==> src/rtl/regfile_wb_queue_if.sv <==
// regfile_wb_queue_if: request, retire and scoreboard-query bundle for regfile_wb_queue.
// master = producer/decode side, slave = the queue.
interface regfile_wb_queue_if #(
    parameter int DEPTH  = 4,
    parameter int DATA_W = 32,
    parameter int ADDR_W = 5
);
    logic                     Flush;
    logic                     LdValid;
    logic                     LdReady;
    logic [ADDR_W-1:0]        LdAddr;
    logic [DATA_W-1:0]        LdData;
    logic                     AluValid;
    logic                     AluReady;
    logic [ADDR_W-1:0]        AluAddr;
    logic [DATA_W-1:0]        AluData;
    logic [ADDR_W-1:0]        WrAddr;
    logic [DATA_W-1:0]        WrData;
    logic                     WrEnable;
    logic [ADDR_W-1:0]        QAddr;
    logic                     QPending;
    logic [DATA_W-1:0]        QData;
    logic [$clog2(DEPTH):0]   Count;

    modport master (
        output Flush, LdValid, LdAddr, LdData, AluValid, AluAddr, AluData, QAddr,
        input  LdReady, AluReady, WrAddr, WrData, WrEnable, QPending, QData, Count
    );

    modport slave (
        input  Flush, LdValid, LdAddr, LdData, AluValid, AluAddr, AluData, QAddr,
        output LdReady, AluReady, WrAddr, WrData, WrEnable, QPending, QData, Count
    );
endinterface

==> src/rtl/regfile_wb_queue.sv <==
// regfile_wb_queue: queues load/ALU writeback results and retires one per cycle to the regfile.
// Define REGFILE_WB_FWD_EN to forward the youngest matching queued value on QData.
module regfile_wb_queue #(
    parameter int DEPTH  = 4,
    parameter int DATA_W = 32,
    parameter int ADDR_W = 5
) (
    input logic              Clk,
    input logic              Rst_n,
    regfile_wb_queue_if.slave bus
);
    localparam int IW = $clog2(DEPTH);

    logic [IW:0]        r_wr_ptr;
    logic [IW:0]        r_rd_ptr;
    logic [ADDR_W-1:0]  r_addr [DEPTH];
    logic [DATA_W-1:0]  r_data [DEPTH];

    logic               w_full;
    logic               w_empty;
    logic [IW:0]        w_count;
    logic               w_ready;
    logic               w_push;
    logic               w_pop;
    logic [ADDR_W-1:0]  w_push_addr;
    logic [DATA_W-1:0]  w_push_data;
    logic [IW-1:0]      w_slot [DEPTH];
    logic [DEPTH-1:0]   w_hit;
    logic [DATA_W-1:0]  w_qdata;

    assign w_full      = (r_wr_ptr[IW] != r_rd_ptr[IW]) && (r_wr_ptr[IW-1:0] == r_rd_ptr[IW-1:0]);
    assign w_empty     = r_wr_ptr == r_rd_ptr;
    assign w_count     = r_wr_ptr - r_rd_ptr;
    assign w_ready     = !w_full && !bus.Flush;
    assign w_push_addr = bus.LdValid ? bus.LdAddr : bus.AluAddr;
    assign w_push_data = bus.LdValid ? bus.LdData : bus.AluData;
    // Writes to $0 complete the handshake but never occupy a slot.
    assign w_push      = w_ready && (bus.LdValid || bus.AluValid) && (w_push_addr != '0);
    assign w_pop       = !w_empty;

    assign bus.LdReady  = w_ready;
    assign bus.AluReady = w_ready && !bus.LdValid;
    assign bus.WrEnable = !w_empty;
    assign bus.WrAddr   = w_empty ? '0 : r_addr[r_rd_ptr[IW-1:0]];
    assign bus.WrData   = w_empty ? '0 : r_data[r_rd_ptr[IW-1:0]];
    assign bus.Count    = w_count;
    assign bus.QPending = |w_hit;
    assign bus.QData    = w_qdata;

    always_ff @(posedge Clk or negedge Rst_n) begin
        if (!Rst_n) begin
            r_wr_ptr <= '0;
            r_rd_ptr <= '0;
        end else if (bus.Flush) begin
            r_wr_ptr <= '0;
            r_rd_ptr <= '0;
        end else begin
            r_wr_ptr <= r_wr_ptr + {{IW{1'b0}}, w_push};
            r_rd_ptr <= r_rd_ptr + {{IW{1'b0}}, w_pop};
        end
    end

    always_ff @(posedge Clk) begin
        if (w_push) begin
            r_addr[r_wr_ptr[IW-1:0]] <= w_push_addr;
            r_data[r_wr_ptr[IW-1:0]] <= w_push_data;
        end
    end

    // Slots indexed by age: k = 0 is the head (oldest).
    always_comb begin
        for (int k = 0; k < DEPTH; k++) begin
            w_slot[k] = r_rd_ptr[IW-1:0] + IW'(k);
            w_hit[k]  = ((IW+1)'(k) < w_count) && (r_addr[w_slot[k]] == bus.QAddr) && (bus.QAddr != '0);
        end
    end

`ifdef REGFILE_WB_FWD_EN
    // Later (younger) hits override earlier ones.
    always_comb begin
        w_qdata = '0;
        for (int k = 0; k < DEPTH; k++)
            if (w_hit[k]) w_qdata = r_data[w_slot[k]];
    end
`else
    assign w_qdata = '0;
`endif
endmodule

==> src/flat_wrapper.sv <==
// flat-port wrapper written by rule: the top's interface ports become plain ports
module regfile_wb_queue_flat 
#(
    parameter int DEPTH  = 4,
    parameter int DATA_W = 32,
    parameter int ADDR_W = 5
)
  (Clk, Rst_n, bus_Flush, bus_LdValid, bus_LdAddr, bus_LdData, bus_AluValid, bus_AluAddr, bus_AluData, bus_QAddr, bus_LdReady, bus_AluReady, bus_WrAddr, bus_WrData, bus_WrEnable, bus_QPending, bus_QData, bus_Count);
  regfile_wb_queue_if #(.DEPTH(DEPTH), .DATA_W(DATA_W), .ADDR_W(ADDR_W)) bus_i ();
  input logic Clk;
  input logic Rst_n;
  input wire logic [$bits(bus_i.Flush)-1:0] bus_Flush;
  input wire logic [$bits(bus_i.LdValid)-1:0] bus_LdValid;
  input wire logic [$bits(bus_i.LdAddr)-1:0] bus_LdAddr;
  input wire logic [$bits(bus_i.LdData)-1:0] bus_LdData;
  input wire logic [$bits(bus_i.AluValid)-1:0] bus_AluValid;
  input wire logic [$bits(bus_i.AluAddr)-1:0] bus_AluAddr;
  input wire logic [$bits(bus_i.AluData)-1:0] bus_AluData;
  input wire logic [$bits(bus_i.QAddr)-1:0] bus_QAddr;
  output wire logic [$bits(bus_i.LdReady)-1:0] bus_LdReady;
  output wire logic [$bits(bus_i.AluReady)-1:0] bus_AluReady;
  output wire logic [$bits(bus_i.WrAddr)-1:0] bus_WrAddr;
  output wire logic [$bits(bus_i.WrData)-1:0] bus_WrData;
  output wire logic [$bits(bus_i.WrEnable)-1:0] bus_WrEnable;
  output wire logic [$bits(bus_i.QPending)-1:0] bus_QPending;
  output wire logic [$bits(bus_i.QData)-1:0] bus_QData;
  output wire logic [$bits(bus_i.Count)-1:0] bus_Count;
  assign bus_i.Flush = bus_Flush;
  assign bus_i.LdValid = bus_LdValid;
  assign bus_i.LdAddr = bus_LdAddr;
  assign bus_i.LdData = bus_LdData;
  assign bus_i.AluValid = bus_AluValid;
  assign bus_i.AluAddr = bus_AluAddr;
  assign bus_i.AluData = bus_AluData;
  assign bus_i.QAddr = bus_QAddr;
  assign bus_LdReady = bus_i.LdReady;
  assign bus_AluReady = bus_i.AluReady;
  assign bus_WrAddr = bus_i.WrAddr;
  assign bus_WrData = bus_i.WrData;
  assign bus_WrEnable = bus_i.WrEnable;
  assign bus_QPending = bus_i.QPending;
  assign bus_QData = bus_i.QData;
  assign bus_Count = bus_i.Count;
  regfile_wb_queue #(.DEPTH(DEPTH), .DATA_W(DATA_W), .ADDR_W(ADDR_W)) u_core (.Clk(Clk), .Rst_n(Rst_n), .bus(bus_i));
endmodule
==> config.mk <==
export PLATFORM = sky130hd
export DESIGN_NAME = regfile_wb_queue_flat
export DESIGN_NICKNAME = d
export VERILOG_FILES = /design/src/rtl/regfile_wb_queue_if.sv /design/src/rtl/regfile_wb_queue.sv /design/src/flat_wrapper.sv
export SDC_FILE = /design/constraint.sdc
export NUM_CORES = 1
export LEC_CHECK = 0
export CELL_PAD_IN_SITES_DETAIL_PLACEMENT = 1
export CELL_PAD_IN_SITES_GLOBAL_PLACEMENT = 1
export CORE_MARGIN = 3
export CORE_UTILIZATION = 42
export DETAILED_ROUTE_END_ITERATION = 6
export PLACE_DENSITY = 0.91
export SYNTH_ARGS = -nofsm -noshare
export SYNTH_HDL_FRONTEND = slang
export SYNTH_SLANG_ARGS = --single-unit
==> constraint.sdc <==
create_clock -name Clk -period 6.4 [get_ports Clk]
set_clock_uncertainty 0.1 [all_clocks]
set_input_delay 1.92 -clock Clk [delete_from_list [all_inputs] [get_ports Clk]]
set_output_delay 1.92 -clock Clk [all_outputs]
set_load 0.03 [all_outputs]
==> flow_summary.ini <==
[clocking]
cts_buffers = 17
clk_pin_slew_ns = 0.06
worstSkewPairLatency_ns = 0.41
hold_buffers = 0
cts_resized = 0
clockBufferDepth = 2
ctsHtreeMaxLevel = 4
cts_root_buffer = clkbuf_16
cts.sinks = 154
tritoncts = done
post_cts_buffers = 0

[sta]
worstMarginPinSlew_ns = 0.963
holdWs_ns = 0.469
fin_crit_sh_pct = 97.4
fin_crit_ns = 6.23
finalSetupTns_ns = 0
finalSetupViolations = 0
finalHoldViolCount = 0
fmax_mhz = 160
slew_headroom_pct = 35.8
rsz0062_at_grt = false
finalMaxSlewViolations = 0

[status]
outcome = complete, no violations

[global_route]
grt_pass1_wl_um = 26200
antenna_found_initial = 0
grt_max_degree = 41
track_usage_pct = 18.9
grt_pass1_vias = 4589
grt.overflow.total = 0

[logic_synthesis]
ys.flop_type = edfxtp_1
yosysMostFrequentCell = edfxtp_1
syn-cell-area_sq_um = 7230
synth_common_cells = edfxtp_1 (148), mux2_2 (40), nor2b_1 (39), buf_4 (32), mux4_2 (32)
synth_area_leaders = edfxtp_1 (61%), mux4_2 (10%), mux2_2 (6.2%), nor2b_1 (3.4%), buf_4 (3.3%)
synth_top_area_share_pct = 61.5
ys_types = 37
ys_seq_area_share_pct = 63.5
synth_warnings = 0
syn_avg_cell_area_sq_um = 16.7
synth_edf_count = 148
synth_top_area_cell = edfxtp_1
ys_async_sr_fraction_pct = 3.90
ys_ff_latch = 154
synth_cells = 433

[floorplan]
rows = 47
start_util_pct = 43.3
core_sq_um = 16700
ioPinCount = 160
die_h_um = 137
die_x_um = 137
dieArea_sq_um = 18800

[hold_path]
hold_class = flip-flop to flip-flop

[final_layout]
fin_nets = 659
syn2layout_area_growth_pct = 28.1
register_area_sq_um = 4600
instances_no_fill = 801
drive_gt1_share_pct = 21.3
antenna_cells = 0
fillerInstances = 1582
multi_input_area_sq_um = 2380

[placed_design]
dp.cells = 769
dp_hpwl_um = 11500
place.gp.congestion = 0.879
io_buffers = 127

[critical_path]
endpoint_kind = primary output
arrival_ns = 4.21
worstPathRequired_ns = 4.38
crit_fanout = 4
cp-start-kind = primary input
critical_path_class = primary input to primary output

[detailed_routing]
vias_per_cell = 5.20
drt-initial-drc-count = 215
firstDrtPassIters = 4
drc = 0
avgRoutedWirePerCell_um = 21.2
vias = 4166
ant_nets = 0
wl_um = 17000

[power_and_ir_drop]
p_total_w = 0.00369
powerDensity_nw_per_um2 = 398
p_leak_nw = 3.14
vdd_drop_max_mv = 0.245

[job]
drv_cap = 0
-- final timing paths --
kind                            cells after the start                    to                from  slack, ns
worst max-delay path                                7          bus_QPending        bus_QAddr[3]       0.17
worst min-delay path                                2    u_core.r_rd_ptr[2]  u_core.r_rd_ptr[2]       0.47
worst max register to register                      6  u_core.r_data[0][17]  u_core.r_rd_ptr[1]       3.09
min in group asynchronous                           1    u_core.r_wr_ptr[2]               Rst_n       1.65
max in group asynchronous                           1    u_core.r_rd_ptr[0]               Rst_n       4.31
worst min register to register                      2    u_core.r_rd_ptr[2]  u_core.r_rd_ptr[2]       0.47
-- cells in the final DEF (no fill, tap or decap), types with 2 or more instances in the layout --
cell type and instances:
a21oi_1 3, a31oi_1 2, buf_4 14, bufinv_16 4, clkbuf_1 3, clkbuf_16 17
clkdlybuf4s50_1 126, clkinv_1 3, clkinv_2 2, clkinv_4 3, conb_1 32, dfrtp_1 4
dfrtp_2 2, edfxtp_1 148, ha_1 6, inv_1 8, mux2_2 40, mux2i_1 23
mux4_2 32, nand2_1 6, nand3_1 2, nor2_1 9, nor2b_1 39, nor3_1 2
nor3_2 5, o21ai_0 2, or3_1 2, xnor2_1 14, xor2_1 14
-- power breakdown --
part	total, W	switching, W	internal, W
clock network	0.00104	0.000386	0.000651
registers	0.00122	0.0000519	0.00117
logic	0.00144	0.000815	0.000620
total	0.00369	0.00125	0.00244
-- routing by layer --
metal  vias to the layer above  track usage [%]  wire length, um
met2                       195             31.7             8470
met5                         -                0                0
met3                        25             4.57             1210
met4                         0             6.82              313
met1                      2103             24.0             7010
li1                       1843                -                -
-- final cells by class --
type                       count  area share (%)
clock inverter                12            1.86
clock buffer                  20            4.71
tap                          220            2.97
timing repair buffer         141            14.8
sequential                   154            49.6
multi-input combinational    245            25.7
inverter                       9           0.365
-- cell families after synthesis --
logic type / count (synthesis) / share of synthesized area (%)
AO/OA/AOI/OAI: 13 / 1.33
XOR/XNOR: 28 / 3.39
adder cells (fa/ha/maj): 7 / 1.31
buffers and inverters: 65 / 5.45
flip-flops: 154 / 63.5
multiplexers: 95 / 19.4
other: 1 / 0.0519
AND/OR/NAND/NOR: 70 / 5.55
-- stage by stage --
stage	cell area [sq um]	setup slack (ns)	util, %
floorplan	7350	0.323	-
global route	9270	0.0778	55.5
finish	9270	0.169	55.5
global placement	8660	0.219	51.8
CTS	9270	0.153	55.5
detailed placement	8660	0.162	51.8
-- worst max-delay path: stages --
cell             delay [ns]
clkdlybuf4s50_1        0.48
buf_4                  0.19
or4_1                  0.48
nor2_1                 0.24
or3_1                  0.19
o221ai_2               0.10
clkdlybuf4s50_1        0.60
-- state kept, by name, indices dropped and copies added (netlist names) --
| name | count |
|---|---|
| u_core.r_addr | 20 |
| u_core.r_data | 128 |
| u_core.r_rd_ptr | 3 |
| u_core.r_wr_ptr | 3 |
No activity file was read; power rests on OpenSTA's default activity.
